$ cat src/rtl/mcpu_pkg.sv
// rtl/mcpu_pkg.sv - shared encodings for the MCPU multi-cycle control unit
package mcpu_pkg;

   typedef enum logic [3:0] {
      S_IF       = 4'd0,
      S_ID       = 4'd1,
      S_MEM_ADDR = 4'd2,
      S_MEM_RD   = 4'd3,
      S_WB_LW    = 4'd4,
      S_MEM_WR   = 4'd5,
      S_EX_R     = 4'd6,
      S_WB_R     = 4'd7,
      S_EX_BEQ   = 4'd8,
      S_EX_J     = 4'd9,
      S_EX_I     = 4'd10,
      S_WB_I     = 4'd11
   } state_t;

   localparam logic [5:0] OP_RTYPE = 6'b000000;
   localparam logic [5:0] OP_LW    = 6'b100011;
   localparam logic [5:0] OP_SW    = 6'b101011;
   localparam logic [5:0] OP_BEQ   = 6'b000100;
   localparam logic [5:0] OP_J     = 6'b000010;
   localparam logic [5:0] OP_ADDI  = 6'b001000;

   localparam logic [5:0] FN_AND = 6'h24;
   localparam logic [5:0] FN_OR  = 6'h25;
   localparam logic [5:0] FN_ADD = 6'h20;
   localparam logic [5:0] FN_XOR = 6'h26;
   localparam logic [5:0] FN_NOR = 6'h27;
   localparam logic [5:0] FN_SRL = 6'h02;
   localparam logic [5:0] FN_SUB = 6'h22;
   localparam logic [5:0] FN_SLT = 6'h2A;

   // Ordering matches the ALU result mux inputs
   localparam logic [2:0] ALU_AND = 3'b000;
   localparam logic [2:0] ALU_OR  = 3'b001;
   localparam logic [2:0] ALU_ADD = 3'b010;
   localparam logic [2:0] ALU_XOR = 3'b011;
   localparam logic [2:0] ALU_NOR = 3'b100;
   localparam logic [2:0] ALU_SRL = 3'b101;
   localparam logic [2:0] ALU_SUB = 3'b110;
   localparam logic [2:0] ALU_SLT = 3'b111;

   localparam logic [1:0] SRCB_B       = 2'b00;
   localparam logic [1:0] SRCB_FOUR    = 2'b01;
   localparam logic [1:0] SRCB_IMM     = 2'b10;
   localparam logic [1:0] SRCB_IMM_SH2 = 2'b11;

   localparam logic [1:0] PCS_ALU    = 2'b00;
   localparam logic [1:0] PCS_ALUOUT = 2'b01;
   localparam logic [1:0] PCS_JUMP   = 2'b10;

endpackage

$ cat src/rtl/alu_op_decode.sv
// rtl/alu_op_decode.sv - R-type funct field to ALU_operation decode
module alu_op_decode
   import mcpu_pkg::*;
(
   input  logic [5:0] funct,
   output logic [2:0] alu_op
);

   // Unlisted functs fall back to ADD so the write-back stays harmless
   always_comb begin
      alu_op = ALU_ADD;
      case (funct)
         FN_AND:  alu_op = ALU_AND;
         FN_OR:   alu_op = ALU_OR;
         FN_ADD:  alu_op = ALU_ADD;
         FN_XOR:  alu_op = ALU_XOR;
         FN_NOR:  alu_op = ALU_NOR;
         FN_SRL:  alu_op = ALU_SRL;
         FN_SUB:  alu_op = ALU_SUB;
         FN_SLT:  alu_op = ALU_SLT;
         default: alu_op = ALU_ADD;
      endcase
   end

endmodule

$ cat src/rtl/mcpu_ctrl.sv
// rtl/mcpu_ctrl.sv - multi-cycle MIPS-subset control FSM for the MCPU datapath
module mcpu_ctrl
   import mcpu_pkg::*;
(
   input  logic        clk,
   input  logic        rst,
   input  logic [31:0] Inst_in,
   input  logic        zero,
   input  logic        MIO_ready,
   output logic        CPU_MIO,
   output logic        MemRead,
   output logic        MemWrite,
   output logic        IorD,
   output logic        IRWrite,
   output logic        RegDst,
   output logic        RegWrite,
   output logic        MemtoReg,
   output logic        ALUSrcA,
   output logic [1:0]  ALUSrcB,
   output logic [1:0]  PCSource,
   output logic        PCWrite,
   output logic        PCWriteCond,
   output logic        Branch,
   output logic [2:0]  ALU_operation,
   output logic [3:0]  state_out
);

   state_t     state;
   state_t     state_nxt;
   logic [5:0] opcode;
   logic [2:0] funct_op;

   assign opcode    = Inst_in[31:26];
   assign state_out = state;

   // zero is consumed by the datapath's PCWriteCond gate, not by the FSM
   logic unused_inputs;
   assign unused_inputs = &{1'b0, Inst_in[25:6], zero};

   alu_op_decode u_alu_op_decode (
      .funct  (Inst_in[5:0]),
      .alu_op (funct_op)
   );

   always_ff @(posedge clk) begin
      if (rst)
         state <= S_IF;
      else
         state <= state_nxt;
   end

   always_comb begin
      state_nxt     = S_IF;
      CPU_MIO       = 1'b0;
      MemRead       = 1'b0;
      MemWrite      = 1'b0;
      IorD          = 1'b0;
      IRWrite       = 1'b0;
      RegDst        = 1'b0;
      RegWrite      = 1'b0;
      MemtoReg      = 1'b0;
      ALUSrcA       = 1'b0;
      ALUSrcB       = SRCB_B;
      PCSource      = PCS_ALU;
      PCWrite       = 1'b0;
      PCWriteCond   = 1'b0;
      Branch        = 1'b0;
      ALU_operation = ALU_ADD;

      // Reset masks every strobe so a half-finished instruction cannot write
      if (!rst) begin
         case (state)
            S_IF: begin
               CPU_MIO   = 1'b1;
               MemRead   = 1'b1;
               ALUSrcB   = SRCB_FOUR;
               IRWrite   = MIO_ready;
               PCWrite   = MIO_ready;
               state_nxt = MIO_ready ? S_ID : S_IF;
            end
            S_ID: begin
               ALUSrcB = SRCB_IMM_SH2;
               case (opcode)
                  OP_LW, OP_SW: state_nxt = S_MEM_ADDR;
                  OP_RTYPE:     state_nxt = S_EX_R;
                  OP_BEQ:       state_nxt = S_EX_BEQ;
                  OP_J:         state_nxt = S_EX_J;
                  OP_ADDI:      state_nxt = S_EX_I;
                  default:      state_nxt = S_IF;
               endcase
            end
            S_MEM_ADDR: begin
               ALUSrcA   = 1'b1;
               ALUSrcB   = SRCB_IMM;
               state_nxt = (opcode == OP_LW) ? S_MEM_RD : S_MEM_WR;
            end
            S_MEM_RD: begin
               CPU_MIO   = 1'b1;
               MemRead   = 1'b1;
               IorD      = 1'b1;
               state_nxt = MIO_ready ? S_WB_LW : S_MEM_RD;
            end
            S_WB_LW: begin
               RegWrite = 1'b1;
               MemtoReg = 1'b1;
            end
            S_MEM_WR: begin
               CPU_MIO   = 1'b1;
               MemWrite  = 1'b1;
               IorD      = 1'b1;
               state_nxt = MIO_ready ? S_IF : S_MEM_WR;
            end
            S_EX_R: begin
               ALUSrcA       = 1'b1;
               ALU_operation = funct_op;
               state_nxt     = S_WB_R;
            end
            S_WB_R: begin
               RegDst   = 1'b1;
               RegWrite = 1'b1;
            end
            S_EX_BEQ: begin
               ALUSrcA       = 1'b1;
               ALU_operation = ALU_SUB;
               PCWriteCond   = 1'b1;
               PCSource      = PCS_ALUOUT;
               Branch        = 1'b1;
            end
            S_EX_J: begin
               PCWrite  = 1'b1;
               PCSource = PCS_JUMP;
            end
            S_EX_I: begin
               ALUSrcA   = 1'b1;
               ALUSrcB   = SRCB_IMM;
               state_nxt = S_WB_I;
            end
            S_WB_I: begin
               RegWrite = 1'b1;
            end
            default: state_nxt = S_IF;
         endcase
      end
   end

endmodule

$ cat config.mk
export PLATFORM = sky130hd
export DESIGN_NAME = mcpu_ctrl
export DESIGN_NICKNAME = d
export VERILOG_FILES = /design/src/rtl/mcpu_pkg.sv /design/src/rtl/alu_op_decode.sv /design/src/rtl/mcpu_ctrl.sv
export SDC_FILE = /design/constraint.sdc
export NUM_CORES = 1
export LEC_CHECK = 0
export CAP_MARGIN = 20
export CORE_MARGIN = 2
export CORE_UTILIZATION = 32
export CTS_BUF_LIST = sky130_fd_sc_hd__clkbuf_4 sky130_fd_sc_hd__clkbuf_8 sky130_fd_sc_hd__clkbuf_16
export CTS_CLUSTER_DIAMETER = 50
export CTS_CLUSTER_SIZE = 28
export DETAILED_ROUTE_END_ITERATION = 6
export HOLD_SLACK_MARGIN = 0.03
export PLACE_DENSITY = 0.84
export SKIP_CTS_REPAIR_TIMING = 1
export SLEW_MARGIN = 15
export SYNTH_ARGS = -nofsm -noshare
export SYNTH_HDL_FRONTEND = slang
export SYNTH_SLANG_ARGS = --single-unit
$ cat constraint.sdc
create_clock -name clk -period 3.4 [get_ports clk]
set_clock_uncertainty 0.05 [all_clocks]
set_input_delay 0.85 -clock clk [delete_from_list [all_inputs] [get_ports clk]]
set_output_delay 0.85 -clock clk [all_outputs]
set_load 0.01 [all_outputs]
==> impl_metrics.ini, run 1 <==
[outcome]
status = completed

[global_route]
grt_pass1_wl_mm = 3.077
grt_max_degree = 16
antenna_found_initial = 0
grtUsageTotal_pct = 15.60
overflow = 0
grt_pass1_vias = 745

[detailed_routing]
drc_errors = 0
drt_iter0_drc = 4
drt_wl_total_mm = 1.835
ant_nets = 0
wl_per_cell_microns = 11.40
first_pass_iters = 4
via_count = 839
viasPerCell = 5.211

[clocking]
htree_levels = 1
cts_buffers = 3
clockBufferDepth = 2
cts_sinks = 4
worstSkewPairLatency_ns = 0.23
cts_tree = yes
clkTransAtPathRegs_ns = 0.04
clockRootBuffer = clkbuf_4

[job]
drv_cap = 0

[hold_path]
hold_class = flip-flop to flip-flop

[floorplan]
die_w_microns = 48.57
initial_core_util_pct = 33.07
dieArea_sq_mm = 0.002359
io_pins = 59
fp-row-count = 16
core_area_sq_mm = 0.001922
die_h_microns = 48.57

[critical_path]
worstSetupPathType = input pin to output pin
end_kind = output pin
start_kind = input pin
cp.arrival_ns = 2.43
r2r_slack_ns = 1.39
cp.required_ns = 2.50
crit_fanout = 2

[place]
place_hpwl_mm = 1.496
port_buffers = 37
placedCellCount = 158
placed_area_sq_mm = 0.001047
gp_congestion = 0.8884

[timing]
max_slew_margin_pct = 66.30
setup-tns-final_ns = 0
fmax_mhz = 300.4
setup_viol = 0
worstMarginPinSlew_ns = 0.5048
post-route-period-util_pct = 97.91
maxSlewViolCount = 0
final_hold_viol_count = 0
fin_crit_ns = 3.329

[yosys]
ys.flop_type = dfxtp_1
synth_top_cell_by_area = dfxtp_1
synth_fp_nets = 132
synth.area.top_cells = dfxtp_1 (13%), nand2b_1 (7.9%), nor2_1 (6.5%), a21oi_1 (5.5%), nor3_1 (5.5%)
synth_top_area_share_pct = 12.60
synth_edf_count = 0
netlist_area_sq_um = 635.6
seq_area_frac_synth_pct = 12.60
async_reset_ff_share_pct = 0
synth_warnings = 0
syn_inst = 96
synth_cell_types = 37
ys_seq_elements = 4
synth_area_per_cell_sq_um = 6.621

[layout]
final_nets = 172
insertedDiodeCount = 0
final_cells = 161
drive_above_1_share_pct = 14.93
area_growth_pct = 73.43
final_core_util_pct = 57.36
finalInstanceArea_sq_mm = 0.001102
largest_reg_flops = 4
fillers = 185

[pwr]
p_leak_nw = 0.4529
powerDensity_mw_per_mm2 = 157.5
ir_worst_vdd_mv = 0.1749
power_mw = 0.1736
[metrics by stage]
stage | setup WS, ns | hold slack [ns]
after floorplan | 0.6044 | 0.6769
after global placement | -0.2552 | 0.6247
after detailed placement | -0.2533 | 0.6332
after CTS | -0.2533 | 0.6415
after global routing | -0.003939 | 0.6937
final | 0.07093 | 0.6394
[power breakdown]
part	internal [mW]	leakage [nW]	switching (mW)
sequential	0.0482	0.0325	0.00315
clock	0.0393	0.0138	0.0163
combinational	0.0384	0.407	0.0283
[cells by family (layout without fill, tap and decap cells)]
logic type             count (synthesis)  count (layout)  synth area share, %
AND/OR/NAND/NOR                       53              53                48.23
AO/OA/AOI/OAI                         26              26                26.97
buffers and inverters                  9              47                6.495
flip-flops                             4               4                12.60
XOR/XNOR                               3               3                4.135
multiplexers                           1               1                1.575
[final cells by class]
class	instances	area, sq um	area share, %
clock buffer	3	22.52	2.043
inverter	1	3.754	0.3405
multi-input combinational	83	529.3	48.01
tap	27	33.78	3.065
timing repair buffer	43	432.9	39.27
sequential	4	80.08	7.264
[cells in the mapped netlist, types with 2 or more instances]
library cell  number
a21oi_1            7
or2_2              3
nor4_1             2
a31o_2             2
nand3b_1           2
a31oi_1            2
buf_1              2
o31ai_1            3
nand2b_1           8
dfxtp_1            4
o22a_1             2
o21bai_1           2
nor3_1             7
buf_4              2
nor2b_1            2
nor3b_1            3
nand3_1            2
nand2_1            4
xnor2_1            2
nor2_1            11
o21ai_0            4
clkbuf_1           4
or3b_2             2
[routing by layer]
| metal | vias up | global-route usage (%) | wire length, microns |
|---|---|---|---|
| met5 | - | 0 | 0 |
| met4 | 0 | 6.667 | 0 |
| met3 | 0 | 2.469 | 86 |
| met2 | 24 | 29.63 | 932 |
| met1 | 378 | 16.98 | 816 |
| li1 | 437 | - | - |
[critical path, cell delays in order]
cell and delay [ns]:
clkdlybuf4s50_1 0.41, or3b_2 0.46, or3_4 0.38, nor2_1 0.10, nand2_1 0.06, dlymetal6s2s_1 0.18
[path summary, 6_finish.rpt]
kind	start	endpoint	cells after the start
worst max-delay path	rst	ALU_operation[1]	6
worst min-delay path	state_out[0]	state_out[1]	2
worst max register to register	state_out[0]	state_out[2]	4
worst min register to register	state_out[0]	state_out[1]	2
[cell usage in the layout (no fill, tap or decap), types with 2 or more instances in the layout]
cell,Yosys,layout
clkdlybuf4s50_1,0,30
nor2_1,11,11
nand2b_1,8,8
a21oi_1,7,7
dlymetal6s2s_1,0,7
buf_4,2,6
nor3_1,7,5
nand2_1,4,4
o21ai_0,4,4
dfxtp_1,4,4
o31ai_1,3,3
nor3b_1,3,3
or2_2,3,3
clkbuf_4,0,3
nor3_2,0,2
nor4_1,2,2
or3b_2,2,2
nand3_1,2,2
nor2b_1,2,2
a31o_2,2,2
o22a_1,2,2
xnor2_1,2,2
o21bai_1,2,2
a31oi_1,2,2
nand3b_1,2,2
Note: power is estimated with default switching activity, not from simulation.
==> run 2: changes to the inputs <==
Settings changed: TNS_END_PERCENT set to 100.
==> results of run 2 <==
Same layout as run 1: the final DEF is identical, and so are final timing and power.
